### src/rtl/cdb_arbiter_if.sv
// Result/broadcast bus between the functional units and the CDB arbiter.
interface cdb_arbiter_if #(
  parameter int unsigned N_SRC  = 5,
  parameter int unsigned CDB_W  = 3,
  parameter int unsigned TAG_W  = 6,
  parameter int unsigned DATA_W = 32
);
  localparam int unsigned SRC_W = (N_SRC > 1) ? $clog2(N_SRC) : 1;

  logic                      flush;
  logic                      cdb_hold;
  logic [N_SRC-1:0]          src_valid;
  logic [N_SRC*TAG_W-1:0]    src_tag;
  logic [N_SRC*DATA_W-1:0]   src_data;
  logic                      fu_stall;
  logic [CDB_W-1:0]          cdb_valid;
  logic [CDB_W*TAG_W-1:0]    cdb_tag;
  logic [CDB_W*DATA_W-1:0]   cdb_data;
  logic [CDB_W*SRC_W-1:0]    cdb_src;
  logic                      overflow_err;

  // Producer side: FUs plus pipeline control.
  modport master (
    output flush, cdb_hold, src_valid, src_tag, src_data,
    input  fu_stall, cdb_valid, cdb_tag, cdb_data, cdb_src, overflow_err
  );

  // Consumer side: the arbiter.
  modport slave (
    input  flush, cdb_hold, src_valid, src_tag, src_data,
    output fu_stall, cdb_valid, cdb_tag, cdb_data, cdb_src, overflow_err
  );
endinterface

### src/rtl/cdb_arbiter.sv
// Common data bus arbiter: per-source result FIFOs, round-robin grant of up
// to CDB_W heads per cycle onto a registered broadcast bus, global FU stall.
// Optional macro CDB_BYPASS_EN: an empty source with a valid input may win
// arbitration directly from its input (one-edge latency).
module cdb_arbiter #(
  parameter int unsigned N_SRC  = 5,
  parameter int unsigned CDB_W  = 3,
  parameter int unsigned DEPTH  = 2,
  parameter int unsigned TAG_W  = 6,
  parameter int unsigned DATA_W = 32
) (
  input  logic          clk,
  input  logic          rst,
  cdb_arbiter_if.slave  bus
);
  localparam int unsigned SRC_W  = (N_SRC > 1) ? $clog2(N_SRC) : 1;
  localparam int unsigned SUM_W  = SRC_W + 1;
  localparam int unsigned PTR_W  = $clog2(DEPTH);
  localparam int unsigned CNT_W  = $clog2(DEPTH + 1);
  localparam int unsigned SLOT_W = $clog2(CDB_W + 1);

`ifdef CDB_BYPASS_EN
  localparam bit BYPASS = 1'b1;
`else
  localparam bit BYPASS = 1'b0;
`endif

  typedef struct packed {
    logic [TAG_W-1:0]  tag;
    logic [DATA_W-1:0] data;
  } res_t;

  res_t             mem_q   [N_SRC][DEPTH];
  logic [PTR_W-1:0] rd_q    [N_SRC];
  logic [PTR_W-1:0] rd_d    [N_SRC];
  logic [PTR_W-1:0] wr_q    [N_SRC];
  logic [PTR_W-1:0] wr_d    [N_SRC];
  logic [CNT_W-1:0] cnt_q   [N_SRC];
  logic [CNT_W-1:0] cnt_d   [N_SRC];
  logic [SRC_W-1:0] rr_q, rr_d;
  logic             stall_q, stall_d;
  logic             ovf_q, ovf_d;
  logic [CDB_W-1:0] vld_q, vld_d;
  res_t             slot_q  [CDB_W];
  res_t             slot_d  [CDB_W];
  logic [SRC_W-1:0] ssrc_q  [CDB_W];
  logic [SRC_W-1:0] ssrc_d  [CDB_W];

  res_t             in_res  [N_SRC];
  res_t             head    [N_SRC];
  logic [N_SRC-1:0] empty, cand, grant, pop, byp, push, full, wen;

  logic [CDB_W*TAG_W-1:0]  cdb_tag_c;
  logic [CDB_W*DATA_W-1:0] cdb_data_c;
  logic [CDB_W*SRC_W-1:0]  cdb_src_c;

  function automatic logic [PTR_W-1:0] ptr_inc(input logic [PTR_W-1:0] p);
    return (p == PTR_W'(DEPTH - 1)) ? '0 : p + PTR_W'(1);
  endfunction

  // Unpack inputs and select each source's arbitration head.
  always_comb begin
    empty = '0;
    cand  = '0;
    for (int i = 0; i < N_SRC; i++) begin
      in_res[i].tag  = bus.src_tag[i*TAG_W +: TAG_W];
      in_res[i].data = bus.src_data[i*DATA_W +: DATA_W];
      empty[i]       = (cnt_q[i] == '0);
      cand[i]        = !empty[i] || (BYPASS && bus.src_valid[i]);
      head[i]        = empty[i] ? in_res[i] : mem_q[i][rd_q[i]];
    end
  end

  // Round-robin scan from rr_q, packing grants into slots in scan order.
  always_comb begin
    logic [SUM_W-1:0]  sum;
    logic [SRC_W-1:0]  idx;
    logic [SLOT_W-1:0] n_gr;
    grant = '0;
    vld_d = '0;
    rr_d  = rr_q;
    n_gr  = '0;
    sum   = '0;
    idx   = '0;
    for (int k = 0; k < CDB_W; k++) begin
      slot_d[k] = '0;
      ssrc_d[k] = '0;
    end
    if (!bus.cdb_hold && !bus.flush) begin
      for (int j = 0; j < N_SRC; j++) begin
        sum = SUM_W'(rr_q) + SUM_W'(j);
        idx = (sum >= SUM_W'(N_SRC)) ? SRC_W'(sum - SUM_W'(N_SRC)) : SRC_W'(sum);
        if (cand[idx] && (n_gr < SLOT_W'(CDB_W))) begin
          grant[idx]   = 1'b1;
          vld_d[n_gr]  = 1'b1;
          slot_d[n_gr] = head[idx];
          ssrc_d[n_gr] = idx;
          n_gr         = n_gr + SLOT_W'(1);
          rr_d         = (idx == SRC_W'(N_SRC - 1)) ? '0 : idx + SRC_W'(1);
        end
      end
    end
  end

  // FIFO pointer/count next state, overflow detection and stall computation.
  always_comb begin
    pop     = '0;
    byp     = '0;
    push    = '0;
    full    = '0;
    wen     = '0;
    ovf_d   = ovf_q;
    stall_d = 1'b0;
    for (int i = 0; i < N_SRC; i++) begin
      pop[i]  = grant[i] && !empty[i];
      byp[i]  = grant[i] && empty[i];
      push[i] = bus.src_valid[i] && !byp[i];
      full[i] = (cnt_q[i] == CNT_W'(DEPTH));
      wen[i]  = push[i] && (!full[i] || pop[i]) && !bus.flush;
      if (push[i] && full[i] && !pop[i] && !bus.flush) begin
        ovf_d = 1'b1;
      end
      if (bus.flush) begin
        rd_d[i]  = '0;
        wr_d[i]  = '0;
        cnt_d[i] = '0;
      end else begin
        rd_d[i]  = pop[i] ? ptr_inc(rd_q[i]) : rd_q[i];
        wr_d[i]  = wen[i] ? ptr_inc(wr_q[i]) : wr_q[i];
        cnt_d[i] = cnt_q[i] + CNT_W'(wen[i]) - CNT_W'(pop[i]);
      end
      if (cnt_d[i] >= CNT_W'(DEPTH - 1)) begin
        stall_d = 1'b1;
      end
    end
  end

  // FIFO storage; contents are don't-care until written.
  always_ff @(posedge clk) begin
    for (int i = 0; i < N_SRC; i++) begin
      if (wen[i]) begin
        mem_q[i][wr_q[i]] <= in_res[i];
      end
    end
  end

  // Control and broadcast registers.
  always_ff @(posedge clk or posedge rst) begin
    if (rst) begin
      for (int i = 0; i < N_SRC; i++) begin
        rd_q[i]  <= '0;
        wr_q[i]  <= '0;
        cnt_q[i] <= '0;
      end
      for (int k = 0; k < CDB_W; k++) begin
        slot_q[k] <= '0;
        ssrc_q[k] <= '0;
      end
      rr_q    <= '0;
      stall_q <= 1'b0;
      ovf_q   <= 1'b0;
      vld_q   <= '0;
    end else begin
      for (int i = 0; i < N_SRC; i++) begin
        rd_q[i]  <= rd_d[i];
        wr_q[i]  <= wr_d[i];
        cnt_q[i] <= cnt_d[i];
      end
      for (int k = 0; k < CDB_W; k++) begin
        slot_q[k] <= slot_d[k];
        ssrc_q[k] <= ssrc_d[k];
      end
      rr_q    <= rr_d;
      stall_q <= stall_d;
      ovf_q   <= ovf_d;
      vld_q   <= vld_d;
    end
  end

  // Flatten broadcast slots onto the bus.
  always_comb begin
    cdb_tag_c  = '0;
    cdb_data_c = '0;
    cdb_src_c  = '0;
    for (int k = 0; k < CDB_W; k++) begin
      cdb_tag_c[k*TAG_W +: TAG_W]    = slot_q[k].tag;
      cdb_data_c[k*DATA_W +: DATA_W] = slot_q[k].data;
      cdb_src_c[k*SRC_W +: SRC_W]    = ssrc_q[k];
    end
  end

  assign bus.fu_stall     = stall_q;
  assign bus.overflow_err = ovf_q;
  assign bus.cdb_valid    = vld_q;
  assign bus.cdb_tag      = cdb_tag_c;
  assign bus.cdb_data     = cdb_data_c;
  assign bus.cdb_src      = cdb_src_c;
endmodule

### src/flat_wrapper.sv
// flat-port wrapper written by rule: the top's interface ports become plain ports
module cdb_arbiter_flat 
#(
  parameter int unsigned N_SRC  = 5,
  parameter int unsigned CDB_W  = 3,
  parameter int unsigned DEPTH  = 2,
  parameter int unsigned TAG_W  = 6,
  parameter int unsigned DATA_W = 32
)
  (clk, rst, bus_flush, bus_cdb_hold, bus_src_valid, bus_src_tag, bus_src_data, bus_fu_stall, bus_cdb_valid, bus_cdb_tag, bus_cdb_data, bus_cdb_src, bus_overflow_err);
  cdb_arbiter_if #(.N_SRC(N_SRC), .CDB_W(CDB_W), .TAG_W(TAG_W), .DATA_W(DATA_W)) bus_i ();
  input  logic clk;
  input  logic rst;
  input wire logic [$bits(bus_i.flush)-1:0] bus_flush;
  input wire logic [$bits(bus_i.cdb_hold)-1:0] bus_cdb_hold;
  input wire logic [$bits(bus_i.src_valid)-1:0] bus_src_valid;
  input wire logic [$bits(bus_i.src_tag)-1:0] bus_src_tag;
  input wire logic [$bits(bus_i.src_data)-1:0] bus_src_data;
  output wire logic [$bits(bus_i.fu_stall)-1:0] bus_fu_stall;
  output wire logic [$bits(bus_i.cdb_valid)-1:0] bus_cdb_valid;
  output wire logic [$bits(bus_i.cdb_tag)-1:0] bus_cdb_tag;
  output wire logic [$bits(bus_i.cdb_data)-1:0] bus_cdb_data;
  output wire logic [$bits(bus_i.cdb_src)-1:0] bus_cdb_src;
  output wire logic [$bits(bus_i.overflow_err)-1:0] bus_overflow_err;
  assign bus_i.flush = bus_flush;
  assign bus_i.cdb_hold = bus_cdb_hold;
  assign bus_i.src_valid = bus_src_valid;
  assign bus_i.src_tag = bus_src_tag;
  assign bus_i.src_data = bus_src_data;
  assign bus_fu_stall = bus_i.fu_stall;
  assign bus_cdb_valid = bus_i.cdb_valid;
  assign bus_cdb_tag = bus_i.cdb_tag;
  assign bus_cdb_data = bus_i.cdb_data;
  assign bus_cdb_src = bus_i.cdb_src;
  assign bus_overflow_err = bus_i.overflow_err;
  cdb_arbiter #(.N_SRC(N_SRC), .CDB_W(CDB_W), .DEPTH(DEPTH), .TAG_W(TAG_W), .DATA_W(DATA_W)) u_core (.clk(clk), .rst(rst), .bus(bus_i));
endmodule
### config.mk
export PLATFORM = sky130hd
export DESIGN_NAME = cdb_arbiter_flat
export DESIGN_NICKNAME = d
export VERILOG_FILES = /design/src/rtl/cdb_arbiter_if.sv /design/src/rtl/cdb_arbiter.sv /design/src/flat_wrapper.sv
export SDC_FILE = /design/constraint.sdc
export NUM_CORES = 2
export LEC_CHECK = 0
export ABC_AREA = 1
export CORE_ASPECT_RATIO = 0.5
export CORE_MARGIN = 5
export CORE_UTILIZATION = 30
export DETAILED_ROUTE_END_ITERATION = 10
export PLACE_DENSITY = 0.45
export SKIP_LAST_GASP = 1
export SYNTH_ARGS = -nofsm -noshare
export SYNTH_HDL_FRONTEND = slang
export SYNTH_SLANG_ARGS = --single-unit
### constraint.sdc
create_clock -name clk -period 9.1 [get_ports clk]
set_input_delay 1.82 -clock clk [delete_from_list [all_inputs] [get_ports clk]]
set_output_delay 1.82 -clock clk [all_outputs]
set_load 0.01 [all_outputs]
Word-level counts from Yosys, hierarchy flattened

Memory sizes are Yosys's and may differ from the RTL's.
Cells that the tools add are included.

Bits in registers: 151
Memory bits (writable): 380
Output and inout bits: 128
Word-level logic and storage cells: 486
Memories: 1

Memory list:

| name         | depth | width | read ports | clocked after Yosys merged registers in | write ports | RTL line          | RTL |
|---|---|---|---|---|---|---|---|
| u_core.mem_q | 5     | 76    | 5          | 0                                       | 5           | cdb_arbiter.sv:33 | `res_t mem_q [N_SRC][DEPTH];` |

$add $sub $neg: 37
$lt $le $gt $ge: 60
Equality and inequality tests: 10
Muxes and demuxes: 215
Bitwise operators: 27
Reductions and logical operators: 108

Operators by type and width:

| cell                                                                         | number |
|---|---|
| 38-bit 2-to-1 mux                                                            | 41 |
| 114-bit 2-to-1 mux                                                           | 8 |
| 38-bit binary-select mux with 3-bit select                                   | 5 |
| 114-bit bitwise mux                                                          | 4 |
| 76-bit 2-to-1 mux                                                            | 5 |
| 38-bit demux with 2-bit select                                               | 4 |
| 38-bit demux with 1-bit select                                               | 5 |
| 3-bit 2-to-1 mux                                                             | 29 |
| 9-bit 2-to-1 mux                                                             | 8 |
| 1-bit logical AND                                                            | 63 |
| 1-bit 2-to-1 mux                                                             | 62 |
| 5-bit 2-to-1 mux                                                             | 10 |
| 9-bit bitwise mux                                                            | 4 |
| 3-bit demux with 2-bit select                                                | 4 |
| 2-bit 2-to-1 mux                                                             | 12 |
| 1-bit zero test                                                              | 22 |
| 2-bit >= comparator, second input constant                                   | 10 |
| 4-bit >= comparator, second input constant                                   | 5 |
| 3-bit by 4-bit less-than comparator with 1-bit output, second input constant | 5 |
| 1-bit inverter with 2-bit output                                             | 10 |
| 3-bit inverter with 4-bit output                                             | 5 |
| 5-bit bitwise OR                                                             | 4 |
| 2-bit nonzero test                                                           | 10 |
| 2-bit by 1-bit >= comparator with 1-bit output, second input constant        | 9 |
| other kinds (28)                                                             | 113 |

Logic depth before layout (Yosys ltp)

Depth after elaboration: 36
Gate-level depth with buffers: 40
Gate-level depth less buffers: 38

Worst setup path after synthesis

No wires, ideal clock.

Path type: reg-to-reg
Start point: register u_core.rr_q[1]
End point: memory u_core.mem_q[1][0] (netlist bit) (enable)
Setup time: 0.480 ns
Arrival: 7.637 ns
Path slack: 0.982 ns
Cell stages (with the launch flop): 36
Path buffers: 3
Clock period less this slack: 8.118 ns
Cell sequence: dfrtp_1 > inv_1 > ha_1 > ha_1 > buf_2 > inv_1 > nand2_1 > nand2_1 > inv_1 > nor2_1 > nand3_1 > nand3_2 > inv_2 > buf_2 > buf_4 > ha_1 > nand2_1 > nand2_1 > inv_2 > nand2_2 > fa_1 > inv_1 > ha_1 > inv_1 > nand2_1 > nor2_4 > nand2_2 > nand2_2 > nand3_2 > nand2_2 > nand2_1 > nand2_1 > nand2_1 > nand3_1 > nand2_1 > nor3_1

RTL lines:

| item                   | RTL line           | RTL |
|---|---|---|
| start, declared        | cdb_arbiter.sv:40  | `logic [SRC_W-1:0] rr_q, rr_d;` |
| start signal, assigned | cdb_arbiter.sv:173 | `rr_q <= rr_d;` |
| end, declared          | cdb_arbiter.sv:33  |  |

==> impl_metrics.ini <==
[synthesis]
netlist_area_sq_mm = 0.03228
ys_top_cells_by_area = edfxtp_1, o21ai_0, dfrtp_1
yosys.cell_types.count = 59
ys_ff_latch = 531
avgSynthCellArea_sq_um = 7.855
synth_cells = 4110
yosys.area.top_type_share_pct = 35.35
syn-num-nets = 4342
synth_ff_type = edfxtp_1
synthArstFlopShare_pct = 28.44
seq_area_frac_synth_pct = 47.05
synth_enable_flop_cells = 380
yosys.area.top_type = edfxtp_1
yosysWarnings = 0

[sta]
final.setup.tns_ns = 0
post-route-period-util_pct = 84.59
maxSlewViolCount = 0
hold_viol_final = 0
fin_crit_ns = 7.698
setup_viol = 0
fin_skew_ns = 0.03237
fmax_mhz = 129.9
tightest_slew_ns = 1.411
timing.slew.headroom_pct = 4.926
grt_setup_unrepaired = no

[routing]
ant_nets = 0
firstDrtPassIters = 8
vias = 33666
vias_per_cell = 5.799
wirelength_microns = 178900
top_layer = met5
met3_length_microns = 27910
wl_met2_microns = 68130
drtIter0Drc = 5495
drc = 0
wl_met1_microns = 79190
wire_per_inst_microns = 30.82

[outcome]
status = completed

[floorplanning]
rows = 85
die_h_microns = 242.0
die_w_microns = 473.9
io_pins = 327
die_area_sq_mm = 0.1147
coreArea_sq_mm = 0.1072
initial_utilization_pct = 30.11

[placed_design]
place.port_buffers = 326
place_congestion = 0.9778
dpl.hpwl_microns = 127200

[setup_path]
path_max_fanout = 41
required_ns = 9.38
slowest_stage = dfrtp_1
cp_common_cell = nand2_1
worstSetupStartpointType = flip-flop
crit_type = reg2reg
critPathMaxStageDelay_ns = 0.78
endpoint_kind = flip-flop
crit_arrival_ns = 7.97

[cts]
ctsResizeCount = 0
clk_path_buf_depth = 3
root_buffer = clkbuf_16
cts_buffers = 54
clkSlewWorstSetupHoldPaths_ns = 0.07
tritoncts_num_sinks = 531
clk_latency_ns = 0.65
postCtsSetupBuffers = 0
cts_hold_repair.buffers = 0
cts_tree = built
ctsHtreeMaxLevel = 2

[cells_and_area]
final_common_cell = o21ai_0
layout_common_cells = o21ai_0, nand2_1, nor2_1
layout-drive-gt1-share_pct = 7.567
area_delta_synth_final_pct = 20.97
nets = 4553
fillers = 11125

[global_route]
grt_use_total_pct = 29.76
grt_pass1_vias = 30090
grt_max_degree = 89
grt.overflow.total = 0
grt_first_pass_wirelength_microns = 244100
antenna_found_initial = 10

[flow_run]
maxCapViolations = 0

[hold_path]
hold_path.class = reg2reg
registers in the layout, indices dropped and copies added, names as in the netlist:
| signal | flops |
|---|---|
| u_core.bus.cdb_data | 96 |
| u_core.bus.cdb_src | 9 |
| u_core.bus.cdb_tag | 18 |
| u_core.bus.cdb_valid | 3 |
| u_core.bus.fu_stall | 1 |
| u_core.bus.overflow_err | 1 |
| u_core.cnt_q | 10 |
| u_core.mem_q | 380 |
| u_core.rd_q | 5 |
| u_core.rr_q | 3 |
| u_core.wr_q | 5 |
cells in the mapped netlist, types with 24 or more instances:
master,number
buf_2,46
inv_1,302
o2111ai_1,24
nand3_1,154
dfrtp_1,151
o22ai_1,54
a21oi_1,390
buf_1,25
clkbuf_1,240
nand4_1,35
nor2_1,450
o21ai_1,87
edfxtp_1,380
nand2_1,589
inv_2,31
o21ai_0,836
o211ai_1,86
ha_1,31
kinds of logic after synthesis:
family | after synthesis | synth area share [%]
compound gates | 1592 | 27.05
simple gates | 1291 | 16.38
xor+xnor | 10 | 0.3178
fa+ha+maj | 33 | 1.326
flops | 531 | 47.05
buf+inv | 653 | 7.872
per-stage QoR:
step	setup slack [ns]	hold slack, ns	utilization [%]	area [sq um]	cells
final	1.402	0.4845	36.43	39050	5805
after global routing	0.8633	0.5257	36.41	39040	5799
after CTS	1.509	0.4887	36.40	39020	5796
after detailed placement	1.575	0.4717	34.78	37280	5700
after global placement	1.610	0.4699	34.78	37280	5700
after floorplan	0.9824	0.4687	-	32280	4110
layout make-up:
type	instances	area (sq um)	area share, %
Inverter	336	1269	3.249
Timing Repair Buffer	472	4359	11.16
Clock inverter	26	280.3	0.7177
Multi-Input combinational cell	2926	14670	37.57
Tap cell	1435	1795	4.598
Clock buffer	70	1463	3.745
Sequential cell	531	15190	38.90
Antenna cell	9	22.52	0.05767
layer usage:
metal	vias up	GRT usage [%]
met2	2178	38.96
met5	-	0.4975
li1	14819	-
met1	16373	43.36
met4	4	5.489
met3	292	15.19
final timing paths:
path | startpoint | to | slack [ns] | depth (start not counted)
max | u_core.rr_q[0]$_DFFE_PP0P_ | u_core.mem_q[3][49]$_DFFE_PP_ | 1.40 | 34
min | u_core.bus.overflow_err$_DFFE_PP0P_ | u_core.bus.overflow_err$_DFFE_PP0P_ | 0.48 | 2
max in group asynchronous | rst | u_core.rd_q[0]$_DFFE_PP0P_ | 6.12 | 3
max reg2reg | u_core.rr_q[0]$_DFFE_PP0P_ | u_core.mem_q[3][49]$_DFFE_PP_ | 1.40 | 34
min in group asynchronous | rst | u_core.bus.cdb_data[83]$_DFF_PP0_ | 1.68 | 2
min reg2reg | u_core.bus.overflow_err$_DFFE_PP0P_ | u_core.bus.overflow_err$_DFFE_PP0P_ | 0.48 | 2
worst max-delay path: cells and delay by family (launching register included):
family / cells / cell delay (ns)
adder cells (fa/ha/maj): 5 / 1.88
buffers and inverters: 10 / 1.86
flip-flops: 1 / 0.78
AND/OR/NAND/NOR: 19 / 2.77
Power is left out: the tool's default activity adds up to more than one toggle a clock period on the data nets, which glitch-free logic cannot reach.
